<file path="src/rtl/game_pkg.sv">
// Shared types, route tables and helpers for the game player and its bench.
// Routes are stored as direction lists; the player walks them by move index.
package game_pkg;

    typedef enum logic [1:0] {N, S, E, W} dir_e;

    typedef enum logic [1:0] {
        NONE    = 2'b00,
        WON     = 2'b01,
        DEAD    = 2'b10,
        TIMEOUT = 2'b11
    } result_e;

    typedef enum logic [2:0] {
        IDLE,
        GRST,
        GAP,
        MOVE,
        WAIT_END,
        DONE
    } player_state_e;

    localparam dir_e ROUTE0 [5] = '{E, S, W, E, E};
    localparam dir_e ROUTE1 [3] = '{E, S, E};

    localparam int WAIT_END_LIMIT = 4;

    function automatic logic [3:0] route_len(input logic route);
        return route ? 4'($size(ROUTE1)) : 4'($size(ROUTE0));
    endfunction

    // Out-of-range indices fall back to E; the player never issues them.
    function automatic dir_e route_dir(input logic route, input logic [3:0] idx);
        dir_e dir;
        dir = E;
        if (route) begin
            if (idx < 4'd3) dir = ROUTE1[idx[1:0]];
        end else begin
            if (idx < 4'd5) dir = ROUTE0[idx[2:0]];
        end
        return dir;
    endfunction

    // Packed as {n, s, e, w}.
    function automatic logic [3:0] dir_onehot(input dir_e dir);
        logic [3:0] oh;
        oh = 4'b0000;
        case (dir)
            N: oh = 4'b1000;
            S: oh = 4'b0100;
            E: oh = 4'b0010;
            W: oh = 4'b0001;
            default: oh = 4'b0000;
        endcase
        return oh;
    endfunction

endpackage

</file>
<file path="src/rtl/game_player_if.sv">
// Host/game-facing signal bundle of the game player.
// The player sits on the slave side; the host and game sit on the master side.
interface game_player_if;
    import game_pkg::*;

    logic       start;
    logic       route_sel;
    logic [3:0] gap;
    logic       win;
    logic       d;
    logic       n;
    logic       s;
    logic       e;
    logic       w;
    logic       game_R;
    logic       busy;
    logic       done;
    result_e    result;
    logic [3:0] moves;

    modport master (
        output start, route_sel, gap, win, d,
        input  n, s, e, w, game_R, busy, done, result, moves
    );

    modport slave (
        input  start, route_sel, gap, win, d,
        output n, s, e, w, game_R, busy, done, result, moves
    );

endinterface

</file>
<file path="src/rtl/gap_timer.sv">
// Down-counter that times the idle cycles between moves.
// Held loaded while idle; counts toward zero once enabled.
module gap_timer (
    input  logic       clock,
    input  logic       R_n,
    input  logic       load,
    input  logic       count,
    input  logic [3:0] load_val,
    output logic       zero
);

    logic [3:0] cnt;

    always_ff @(posedge clock or negedge R_n) begin
        if (!R_n) begin
            cnt <= 4'd0;
        end else if (load) begin
            cnt <= load_val;
        end else if (count && cnt != 4'd0) begin
            cnt <= cnt - 4'd1;
        end
    end

    assign zero = (cnt == 4'd0);

endmodule

</file>
<file path="src/rtl/game_player.sv">
// Automated player: resets the game, walks a fixed route with optional gaps
// between moves, then reports how the game ended.
module game_player
    import game_pkg::*;
(
    input  logic         clock,
    input  logic         R_n,
    game_player_if.slave bus
);

    localparam logic [1:0] WAIT_LAST = 2'(WAIT_END_LIMIT - 1);

    player_state_e state;
    logic          route_q;
    logic [3:0]    gap_q;
    logic [1:0]    wait_cnt;
    logic [3:0]    moves_q;
    result_e       result_q;
    logic [3:0]    dir_q;
    logic          game_r_q;
    logic          busy_q;
    logic          done_q;

    result_e       end_res;
    logic [3:0]    moves_nxt;
    logic          last_move;
    logic          timer_zero;

    // NOTE: every signal assigned in always_comb gets a default first, so no path leaves it holding a value (no latch).
    always_comb begin
        end_res = NONE;
        if (bus.win)    end_res = WON;
        else if (bus.d) end_res = DEAD;
        moves_nxt = moves_q + 4'd1;
        last_move = (moves_nxt == route_len(route_q));
    end

    // Loads gap-1 outside GAP so that zero marks the final GAP cycle.
    gap_timer u_gap_timer (
        .clock    (clock),
        .R_n      (R_n),
        .load     (state != GAP),
        .count    (state == GAP),
        .load_val (gap_q - 4'd1),
        .zero     (timer_zero)
    );

    // NOTE: state and outputs use non-blocking assignments; the pulse defaults at the top are overridden later in the same block.
    always_ff @(posedge clock or negedge R_n) begin
        if (!R_n) begin
            state    <= IDLE;
            route_q  <= 1'b0;
            gap_q    <= 4'd0;
            wait_cnt <= 2'd0;
            moves_q  <= 4'd0;
            result_q <= NONE;
            dir_q    <= 4'b0000;
            game_r_q <= 1'b0;
            busy_q   <= 1'b0;
            done_q   <= 1'b0;
        end else begin
            game_r_q <= 1'b0;
            done_q   <= 1'b0;
            dir_q    <= 4'b0000;

            unique case (state)
                IDLE: begin
                    if (bus.start) begin
                        route_q  <= bus.route_sel;
                        gap_q    <= bus.gap;
                        moves_q  <= 4'd0;
                        result_q <= NONE;
                        game_r_q <= 1'b1;
                        busy_q   <= 1'b1;
                        state    <= GRST;
                    end
                end

                GRST: begin
                    if (gap_q != 4'd0) begin
                        state <= GAP;
                    end else begin
                        state <= MOVE;
                        dir_q <= dir_onehot(route_dir(route_q, moves_q));
                    end
                end

                GAP: begin
                    if (end_res != NONE) begin
                        result_q <= end_res;
                        done_q   <= 1'b1;
                        state    <= DONE;
                    end else if (timer_zero) begin
                        state <= MOVE;
                        dir_q <= dir_onehot(route_dir(route_q, moves_q));
                    end
                end

                MOVE: begin
                    moves_q <= moves_nxt;
                    if (end_res != NONE) begin
                        result_q <= end_res;
                        done_q   <= 1'b1;
                        state    <= DONE;
                    end else if (last_move) begin
                        wait_cnt <= 2'd0;
                        state    <= WAIT_END;
                    end else if (gap_q != 4'd0) begin
                        state <= GAP;
                    end else begin
                        dir_q <= dir_onehot(route_dir(route_q, moves_nxt));
                    end
                end

                WAIT_END: begin
                    if (end_res != NONE) begin
                        result_q <= end_res;
                        done_q   <= 1'b1;
                        state    <= DONE;
                    end else if (wait_cnt == WAIT_LAST) begin
                        result_q <= TIMEOUT;
                        done_q   <= 1'b1;
                        state    <= DONE;
                    end else begin
                        wait_cnt <= wait_cnt + 2'd1;
                    end
                end

                DONE: begin
                    busy_q <= 1'b0;
                    state  <= IDLE;
                end

                default: begin
                    busy_q <= 1'b0;
                    state  <= IDLE;
                end
            endcase
        end
    end

    assign bus.n      = dir_q[3];
    assign bus.s      = dir_q[2];
    assign bus.e      = dir_q[1];
    assign bus.w      = dir_q[0];
    assign bus.game_R = game_r_q;
    assign bus.busy   = busy_q;
    assign bus.done   = done_q;
    assign bus.result = result_q;
    assign bus.moves  = moves_q;

endmodule

</file>
<file path="src/flat_wrapper.sv">
// flat-port wrapper written by rule: the top's interface ports become plain ports
module game_player_flat import game_pkg::*;
  (clock, R_n, bus_start, bus_route_sel, bus_gap, bus_win, bus_d, bus_n, bus_s, bus_e, bus_w, bus_game_R, bus_busy, bus_done, bus_result, bus_moves);
  game_player_if bus_i ();
  input  logic clock;
  input  logic R_n;
  input wire logic [$bits(bus_i.start)-1:0] bus_start;
  input wire logic [$bits(bus_i.route_sel)-1:0] bus_route_sel;
  input wire logic [$bits(bus_i.gap)-1:0] bus_gap;
  input wire logic [$bits(bus_i.win)-1:0] bus_win;
  input wire logic [$bits(bus_i.d)-1:0] bus_d;
  output wire logic [$bits(bus_i.n)-1:0] bus_n;
  output wire logic [$bits(bus_i.s)-1:0] bus_s;
  output wire logic [$bits(bus_i.e)-1:0] bus_e;
  output wire logic [$bits(bus_i.w)-1:0] bus_w;
  output wire logic [$bits(bus_i.game_R)-1:0] bus_game_R;
  output wire logic [$bits(bus_i.busy)-1:0] bus_busy;
  output wire logic [$bits(bus_i.done)-1:0] bus_done;
  output wire logic [$bits(bus_i.result)-1:0] bus_result;
  output wire logic [$bits(bus_i.moves)-1:0] bus_moves;
  assign bus_i.start = bus_start;
  assign bus_i.route_sel = bus_route_sel;
  assign bus_i.gap = bus_gap;
  assign bus_i.win = bus_win;
  assign bus_i.d = bus_d;
  assign bus_n = bus_i.n;
  assign bus_s = bus_i.s;
  assign bus_e = bus_i.e;
  assign bus_w = bus_i.w;
  assign bus_game_R = bus_i.game_R;
  assign bus_busy = bus_i.busy;
  assign bus_done = bus_i.done;
  assign bus_result = bus_i.result;
  assign bus_moves = bus_i.moves;
  game_player u_core (.clock(clock), .R_n(R_n), .bus(bus_i));
endmodule
</file>
<file path="config.mk">
export PLATFORM = sky130hd
export DESIGN_NAME = game_player_flat
export DESIGN_NICKNAME = d
export VERILOG_FILES = /design/src/rtl/game_pkg.sv /design/src/rtl/game_player_if.sv /design/src/rtl/gap_timer.sv /design/src/rtl/game_player.sv /design/src/flat_wrapper.sv
export SDC_FILE = /design/constraint.sdc
export NUM_CORES = 1
export LEC_CHECK = 0
export ABC_AREA = 0
export ABC_CLOCK_PERIOD_IN_PS = 2000
export CAP_MARGIN = 20
export CORE_MARGIN = 5
export CORE_UTILIZATION = 49
export CTS_BUF_LIST = sky130_fd_sc_hd__clkbuf_16
export DETAILED_ROUTE_END_ITERATION = 10
export PLACE_DENSITY = 0.88
export SLEW_MARGIN = 20
export SYNTH_ARGS = -nofsm -noshare
export SYNTH_HDL_FRONTEND = slang
export SYNTH_SLANG_ARGS = --single-unit
</file>
<file path="constraint.sdc">
create_clock -name clock -period 2 [get_ports clock]
set_input_delay 0.3 -clock clock [delete_from_list [all_inputs] [get_ports clock]]
set_output_delay 0.3 -clock clock [all_outputs]
set_load 0.05 [all_outputs]
</file>
## After elaboration in Yosys (flattened, before gate mapping)

Memory sizes are Yosys's and may differ from the RTL's.
Index checks and enable logic that the tools add are counted.

- Memories: 2
- Bits in registers: 27
- Output and inout port bits: 13
- Memory bits (read-only): 32

Memory list:

| memory | words | width | rd ports | clocked after Yosys merged registers in | wr ports | line | text |
|---|---|---|---|---|---|---|---|
| (name not given) | 8 | 2 | 1 | 0 | 0 | game_pkg.sv:39 | `if (idx < 4'd5) dir = ROUTE0[idx[2:0]];` |
| (name not given) | 8 | 2 | 1 | 0 | 0 | game_pkg.sv:39 |  |

- Bitwise operators: 5
- Reduce and logical (&&, ||, !) cells: 21
- Equal/unequal tests: 25
- Muxes and demuxes: 70
- Magnitude comparators: 8
- $add $sub $neg: 4

Operators with widths:

| cell | count |
|---|---|
| $mux W2 | 33 |
| $pmux W4 S4 | 3 |
| $mux W4 | 9 |
| $mux W3 | 9 |
| $pmux W3 S5 | 1 |
| $eq A2 B2 Y1 const B | 7 |
| $pmux W4 S3 | 1 |
| $bmux W2 S2 | 2 |
| $ge A4 B4 Y1 const B | 2 |
| $lt A4 B2 Y1 const B | 2 |
| $lt A4 B3 Y1 const B | 2 |
| $ne A2 B2 Y1 const B | 4 |
| $not A3 Y4 | 2 |
| $pmux W4 S2 | 1 |
| $reduce_and A4 Y1 | 2 |
| $reduce_bool A2 Y1 | 4 |
| $reduce_bool A4 Y1 | 2 |
| $sub A4 B1 Y4 const B | 2 |
| $mux W1 | 7 |
| $eq A2 B1 Y1 const B | 3 |
| $eq A3 B2 Y1 const B | 2 |
| $ge A3 B3 Y1 const B | 2 |
| $logic_not A2 Y1 | 3 |
| $ne A3 B1 Y1 const B | 2 |
| 21 further kinds | 26 |

## Longest topological paths before layout

Gate-level depths: netlist of run 1.

- Depth in word-level cells: 17
- Mapped depth: 6
- Depth with buffers taken out: 6

## By module

From an unflattened synthesis of run 1, not the netlist that was laid out.

- Cell total of the unflattened synthesis: 190
- Area total of the unflattened synthesis: 1830.5 µm²

By module, submodules not included:

| module | area each (µm²) | cells each | times used |
|---|---|---|---|
| game_player | 1560.2 | 163 | 1 |
| gap_timer | 270.3 | 27 | 1 |

## Least setup slack after synthesis of run 1

No wires, ideal clock.

- Path kind: register to register
- Start: register u_core.moves_q[0], in the netlist u_core.bus.moves[0]
- End: register u_core.dir_q[2]
- Path buffers: 0
- Stages on the path, launching flop included: 7
- Clock period less this slack: 2359 ps
- Setup time: 104 ps
- Data arrival time: 2255 ps
- Slack: -359 ps
- Cells stage by stage: dfrtp_1 > inv_1 > ha_1 > nor4bb_1 > mux2i_1 > nand3_2 > o41ai_2

- Word-level cells in the longest chain between the ends: 17
- Elaborated cells on any way between the ends: 59
- Classes of those cells: add/sub (1); order compare (4); eq/ne (10); mux (35); bitwise (4); reduce/logical (3); memory (2)

Ends and longest elaborated chain:

| element | line | text |
|---|---|---|
| start, declared | game_player.sv:17 | `logic [3:0] moves_q;` |
| start signal, assigned | game_player.sv:100 | `moves_q <= moves_nxt;` |
| $add A4 B1 Y4 | game_player.sv:34 | `moves_nxt = moves_q + 4'd1;` |
| $not A3 Y4 (implied by the code) or $not A2 Y3 (tied branches) | game_pkg.sv:39, game_pkg.sv:37 |  |
| $mem_v2 Z8 W2 or $bmux W2 S2 (tied branches) | -- |  |
| $mux W2, on equally long branches (3 in series) | game_pkg.sv:39, game_pkg.sv:37 |  |
| $mux W2 | game_pkg.sv:36 | `if (route) begin` |
| $mux W2 | game_player.sv:108 | `end else if (gap_q != 4'd0) begin` |
| $mux W2 | game_player.sv:105 | `end else if (last_move) begin` |
| $mux W2 | game_player.sv:101 | `if (end_res != NONE) begin` |
| $mux W2 | game_player.sv:66 | `unique case (state)` |
| $eq A2 B2 Y1, or another cell as far along | game_pkg.sv:48 | `case (dir)` |
| $pmux W4 S4 | game_pkg.sv:48 |  |
| $mux W4 | game_player.sv:108 |  |
| $mux W4 | game_player.sv:105 |  |
| $mux W4 | game_player.sv:101 |  |
| $pmux W4 S3 * | game_player.sv:66 |  |
| end signal, assigned | game_player.sv:84 | `dir_q <= dir_onehot(route_dir(route_q, moves_q));` |
| end signal, assigned | game_player.sv:95 | `dir_q <= dir_onehot(route_dir(route_q, moves_q));` |
| end signal, assigned | game_player.sv:111 | `dir_q <= dir_onehot(route_dir(route_q, moves_nxt));` |
| end, declared | game_player.sv:19 | `logic [3:0] dir_q;` |

Mark *: on every way between the ends. The rest lies on a longest branch, timed or not. The select of a mux whose other input is x is not followed.
A chain may end at the register's enable or synchronous reset.

## Worst setup path in the final report of run 1

- Start: register u_core.moves_q[1], in the netlist u_core.bus.moves[1]
- End: register u_core.dir_q[3]

Same word-level chain as after synthesis.

==> run_results.csv, run 1 <==
group,metric,value,unit
cells_and_area,final_cell_area,2190,um2
place,place_area,2000,um2
cells_and_area,num-nets-final,213,
timing,clock_skew,6.12,ps
routing,drc_errors,0,
run_status,status,"complete, but fails checks",
critical_path,crit_end,"u_core.dir_q[3]",
timing,setup_viol,2,
cts,cts_buffer_depth,2,
critical_path,crit_arrival,2220,ps
synth,ys_top_cells_by_area,"dfrtp_1, ha_1, mux2_1, mux2i_1, o21ai_1",
critical_path,path_class,"reg -> reg",
timing,fin_crit,2040,ps
synth,synth-edff-count,0,
place,gp_congestion,0.802,
cts,clock_latency,270,ps
routing,drt_first_pass_iters,4,
critical_path,path_buf_inv,0,
cts,htreeDepth,1,
synth,syn-cell-area,1650,um2
timing,hold_violations,0,
synth,yosys_most_used_dff,"dfrtp_1",
routing,route.detailed.wl_per_inst,17.8,um
critical_path,worstSetupEndpointType,"flop",
synth,async_reset_ff_share,100,%
timing,relSlewSlack,64.7,%
cts,cts.sink_count,27,
place,dpl.hpwl,2990,um
cells_and_area,diodes,0,
critical_path,path_cells,"ha_4 -> or4b_4 -> a211oi_4 -> o211ai_1 -> o22ai_1",
cells_and_area,seq_area,683,um2
critical_path,slowest_stage,"dfrtp_4",
cts,holdBufCountCts,0,
routing,vias_per_cell,5.97,
critical_path,crit_path_max_fanout,8,
cts,clock-root-buffer,"clkbuf_16",
synth,synthDistinctLibCells,53,
synth,yosys.area.top_type_share,40.9,%
critical_path,startpoint,"u_core.bus.moves[1]",
global_routing,grt_start_max_net_pins,19,
die,core,3310,um2
routing,routed_wl,4250,um
cells_and_area,fin_util,66.1,%
critical_path,path_depth,5,
timing,rsz0062_at_grt,"true",
global_routing,first_global_vias,1468,
global_routing,grt_usage,20.0,%
routing,dr.first_iter.drc_count,85,
die,start_util,49.9,%
timing,slew_viol_final,0,
place,post-place-ws,-75.9,ps
synth,yosysSeqAreaShare,40.9,%
global_routing,antenna_found_initial,0,
critical_path,worstPathRequired,2180,ps
die,ios,23,
routing,antenna_left,0,
cells_and_area,drive_gt1_share,23.8,%
timing,max_freq,490,MHz
synth,syn_avg_cell_area,10.5,um2
cells_and_area,area_growth,32.5,%
die,die_h,68.1,um
synth,synth_fp_nets,177,
power_and_ir_drop,ir_drop,0.000682,V
cts,cts.clk_slew.worst_paths,70,ps
cts,cts_tree,"built",
synth,synth_top_area_cell,"dfrtp_1",
place,io_buffers,22,
power_and_ir_drop,p_leak,0.902,nW
synth,ys_warn_count,0,
synth,ys_seq_elements,27,
synth,syn_inst,158,
routing,vias,1427,
critical_path,r2r_end,"u_core.dir_q[3]",
critical_path,slowest_delay,550,ps
synth,synth.most_common_cell,"dfrtp_1",
critical_path,reg2reg_from,"u_core.bus.moves[1]",
die,die_x,68.1,um
run,cap_violations,0,
cts,cts_made_buffers,3,
critical_path,start_kind,"flop",
cells_and_area,multi_input_area,970,um2
global_routing,grt_pass1_wl,7020,um
hold_path,hold_path_class,"in -> async",
timing,tightest_slew,528,ps
critical_path,reg2reg_depth,5,
cells_and_area,fill_cells,252,
timing,fin_ws,-39.9,ps
die,rows,21,
timing,fin_crit_sh,102,%
critical_path,cpLargestDelayFamily,"compound AO/OA/AOI/OAI gates",
power_and_ir_drop,powerDensity,1650,nW/um2
run_status,violations,"negative setup slack",
synth,ys_top_cells_by_count,"dfrtp_1, ha_1, o21ai_1",
die,dieArea,4630,um2
global_routing,grt_overflow,0,
critical_path,r2r_slack,-40,ps
==> worst min-delay path by stage <==
stage | startpoint | end | slack (ps) | cells past startpoint
after CTS | R_n | u_core.bus.result[0] | 390 | 1
after detailed placement | u_core.bus.result[1] | u_core.bus.result[1] | 490 | 1
after global routing | R_n | u_core.bus.result[0] | 410 | 1
after global placement | u_core.bus.result[1] | u_core.bus.result[1] | 470 | 1
after floorplan | R_n | u_core.bus.busy | 4 | 0
final | R_n | u_core.bus.result[0] | 370 | 1
==> repair_timing <==
item | in CTS | in global routing
pin swaps | 2 | 1
setup endpoints to repair | 4 | 7
resized for setup | 0 | 11
buffers inserted | 4 | 0
==> layout by cell type, fill, tap and decap left out, drive strengths merged, types with 6 or more instances in the layout <==
cell,Yosys,final
ha,9,9
a21oi,6,6
nor3,6,6
o21ai,15,15
nor2,8,8
clkdlybuf4s50,0,18
nand2,6,6
mux2,6,6
buf,7,20
inv,9,10
dfrtp,27,27
==> final cells by class <==
cell class / instances / area share (%)
well taps: 46 / 2.63
clock buffers: 3 / 3.43
flip-flops and latches: 27 / 31.2
clock inverters: 1 / 0.400
inverters: 9 / 1.77
multi-input cells: 114 / 44.3
repair buffers: 39 / 16.2
==> state kept, by name (all words and copies together) (netlist names) <==
signal	cells
u_core.bus.busy	1
u_core.bus.done	1
u_core.bus.game_R	1
u_core.bus.moves	4
u_core.bus.result	2
u_core.dir_q	4
u_core.gap_q	4
u_core.route_q	1
u_core.state	3
u_core.u_gap_timer.cnt	4
u_core.wait_cnt	2
==> cell families (layout without fill, tap and decap cells) <==
group | Yosys count | in the layout | synth area share [%]
muxes | 11 | 11 | 7.12
adders and majority gates | 9 | 9 | 6.82
buffers and inverters | 17 | 52 | 5.08
xor gates and xnor gates | 3 | 3 | 1.59
AOI/OAI and AO/OA | 44 | 44 | 18.7
and+or+nand+nor | 47 | 47 | 19.8
DFF | 27 | 27 | 40.9
==> per-layer routing <==
layer	GRT usage [%]	vias up	routed length, um
li1	-	648	-
met1	24.2	707	1700
met2	36.2	58	2270
met3	3.28	14	192
met4	5.96	0	86
met5	0	-	0
==> per-stage QoR <==
stage               std cells  total power, mW  TNS (ps)  hold slack (ps)
finish                    239             3.61     -56.5              373
global route              239             3.85      -166              407
CTS                       239             3.42         0              393
detailed placement        231             2.87     -75.9              491
global placement          231             2.72         0              471
floorplan                 158             2.34     -13.1             4.41
==> where the power goes <==
| group | total [mW] | switching [mW] | internal (mW) |
|---|---|---|---|
| logic | 2.03 | 1.11 | 0.919 |
| registers | 1.10 | 0.333 | 0.766 |
| clock network | 0.485 | 0.208 | 0.277 |
| total | 3.61 | 1.65 | 1.96 |
Power figures use the tool's default switching activity.
==> inputs of run 2 (changes only) <==
- CORE_UTILIZATION: 49 -> 50
- SYNTH_HIERARCHICAL: not set -> 1
==> run 2 against run 1 <==
Compared with the run above:
- the flow now finishes without violations
- worst setup slack improved by 100 ps
- clock skew down 2.8 ps
- critical path depth rose by 1
- core utilization shrank 3.6 points
- design area grew 2.9%
- combinational power is 3% lower
- hold slack better by 44 ps
- clock power shrank 6.4%
- via count up 7.3%
- wire length down 6.3%
- area after synthesis up 11%
- sequential share of layout area is 1.1 points lower
- critical endpoint is now u_core/dir_q[3]
- largest power group unchanged
==> run_results.csv, run 2 <==
group,metric,value,unit
critical_path,worstPathRequired,2140,ps
cts,clock_latency,260,ps
cells_and_area,seq_area,678,um2
critical_path,crit_path_max_fanout,6,
timing,fin_crit,1940,ps
critical_path,r2r_end,"u_core/dir_q[3]",
place,io_buffers,22,
synth,synthDistinctLibCells,57,
routing,drt_first_pass_iters,4,
timing,rsz0062_at_grt,"true",
power_and_ir_drop,seqPwrFrac,28.9,%
global_routing,grt_usage,16.4,%
synth,yosysSeqAreaShare,36.9,%
run_status,status,"finished, final reports clean",
synth,synth.most_common_cell,"dfrtp_1",
synth,ys_top_cells_by_area,"dfrtp_1, ha_1, o21ai_0, nand2_1, mux2_2",
global_routing,grt_pass1_wl,6550,um
power_and_ir_drop,p_leak,0.949,nW
cells_and_area,multi_input_area,1070,um2
timing,hold_violations,0,
cts,clock-root-buffer,"clkbuf_16",
cts,cts_tree,"built",
synth,synth-edff-count,0,
die,dieArea,4970,um2
synth,synth_fp_nets,210,
synth,ys_seq_elements,27,
cells_and_area,area_growth,23.0,%
routing,vias,1531,
timing,fin_ws,61.0,ps
run,cap_violations,0,
synth,ys_top_cells_by_count,"dfrtp_1, nand2_1, o21ai_0",
power_and_ir_drop,swShare,44.1,%
synth,synth_top_area_cell,"dfrtp_1",
synth,async_reset_ff_share,100,%
routing,route.detailed.wl_per_inst,15.0,um
synth,syn_inst,190,
critical_path,crit_end,"u_core/dir_q[3]",
global_routing,antenna_found_initial,0,
place,gp_congestion,0.884,
synth,syn_avg_cell_area,9.63,um2
critical_path,worstSetupEndpointType,"flop",
timing,fin_crit_sh,96.9,%
timing,slew_viol_final,0,
die,die_x,70.5,um
critical_path,r2r_slack,60,ps
synth,syn-cell-area,1830,um2
power_and_ir_drop,power_frac_comb,57.8,%
timing,setup_viol,0,
critical_path,startpoint,"u_core/bus.moves[0]",
cts,cts_buffer_depth,2,
routing,antenna_left,0,
cells_and_area,final_common_cell,"dfrtp_1",
routing,drc_errors,0,
cells_and_area,fill_cells,283,
synth,yosys.area.top_type_share,36.9,%
timing,relSlewSlack,66.6,%
critical_path,path_class,"reg -> reg",
critical_path,start_kind,"flop",
cts,htreeDepth,1,
hold_path,hold_path_class,"in -> async",
synth,yosys_most_used_dff,"dfrtp_1",
die,core,3610,um2
cts,holdBufCountCts,0,
die,die_h,70.5,um
global_routing,grt_start_max_net_pins,28,
die,rows,22,
global_routing,use_met2,28.3,%
cts,cts.sink_count,27,
cells_and_area,diodes,0,
cells_and_area,num-nets-final,239,
die,ios,23,
place,post-place-ws,73.0,ps
critical_path,reg2reg_from,"u_core/bus.moves[0]",
cells_and_area,layout_common_cells,"dfrtp_1, clkdlybuf4s50_1, nand2_1, buf_4, o21ai_0",
timing,max_freq,516,MHz
die,start_util,50.8,%
global_routing,use_met3,2.01,%
power_and_ir_drop,p_int,1.91,mW
timing,clock_skew,3.32,ps
power_and_ir_drop,clockPowerShare,13.3,%
global_routing,first_global_vias,1456,
timing,holdWs,418,ps
global_routing,met1_usage,20.3,%
power_and_ir_drop,powerDensity,1520,nW/um2
routing,routed_wl,3980,um
routing,vias_per_cell,5.76,
global_routing,grt.busiest_layer,"met2",
synth,ys_warn_count,6,
cts,cts_made_buffers,3,
power_and_ir_drop,ir_drop,0.000826,V
power_and_ir_drop,p_sw,1.51,mW
routing,dr.first_iter.drc_count,84,
timing,tightest_slew,499,ps
global_routing,grt_overflow,0,
critical_path,crit_arrival,2080,ps
cts,cts.clk_slew.worst_paths,70,ps
critical_path,reg2reg_depth,6,
place,dpl.hpwl,2970,um
cells_and_area,drive_gt1_share,20.6,%
==> run 2: changes by cell type in the layout (fill, tap and decap cells not counted), moves of 4 or more <==
| cell | delta |
|---|---|
| mux2_2 | +5 |
| mux2_1 | -6 |
| nand2b_1 | -4 |
| o21ai_0 | +9 |
| o211ai_1 | -4 |
| o21ai_1 | -8 |
| ha_1 | +4 |
| nand2_1 | +12 |
| inv_1 | +6 |
| mux2i_1 | -5 |
==> run 2: routing by layer <==
layer  vias to the layer above  share of wire [%]  routed length, um
met1                       732                 44               1740
met4                         0                2.2                 87
met2                        44                 52               2060
met5                         -                  0                  0
li1                        747                  -                  -
met3                         8                2.5                 98
==> run 2: how the worst min path moves through the flow <==
stage | startpoint | to | cells past startpoint
floorplan | R_n | u_core/bus.busy | 0
global placement | u_core/bus.busy | u_core/bus.busy | 2
detailed placement | u_core/bus.busy | u_core/bus.busy | 2
CTS | R_n | u_core/u_gap_timer/cnt[2] | 2
global route | R_n | u_core/bus.busy | 2
finish | R_n | u_core/wait_cnt[1] | 2
==> run 2: logic make-up after synthesis <==
group | share of synthesized area, %
muxes | 4.44
xor gates and xnor gates | 2.32
and+or+nand+nor | 22.8
buffers and inverters | 7.18
AOI/OAI and AO/OA | 19.5
DFF | 36.9
adders and majority gates | 6.84
==> run 2: power by group through the flow <==
stage / Clock (mW) / Sequential [mW] / Combinational [mW]
2_1_floorplan: 0 / 1.11 / 1.32
3_3_place_gp: 0 / 0.978 / 1.85
3_5_place_dp: 0 / 0.993 / 1.92
4_1_cts: 0.465 / 0.983 / 1.93
5_1_grt: 0.487 / 1.02 / 2.16
6_report: 0.454 / 0.986 / 1.97
==> run 2: worst max-delay path: stages (launching register included) <==
cell      delay, ps
dfrtp_2         440
ha_1            300
xnor2_2         260
mux2i_2         290
buf_4           150
nand2b_1         90
o31ai_1         290
==> run 2: what timing repair did <==
action                     in CTS  in global routing
setup endpoints to repair       0                  6
resized for setup               0                  4
buffers inserted                0                  0
==> run 2: through the flow <==
stage                     power, mW  cell area, um2  TNS [ps]  cells  util [%]
final                          3.41            2250         0    266      62.5
after global routing           3.66            2250     -85.4    266      62.5
after CTS                      3.38            2230         0    266      61.9
after detailed placement       2.91            2150         0    262      59.7
after global placement         2.83            2150         0    262      59.7
after floorplan                2.42            1860         0    190         -
==> run 2: layout make-up <==
| cell class | instances | share of cell area, % |
|---|---|---|
| clock buffer | 3 | 3.33 |
| sequential | 27 | 30.1 |
| inverter | 12 | 2.00 |
| timing repair buffer | 36 | 14.2 |
| clock inverter | 1 | 0.222 |
| multi-input combinational | 139 | 47.4 |
| tap | 48 | 2.67 |
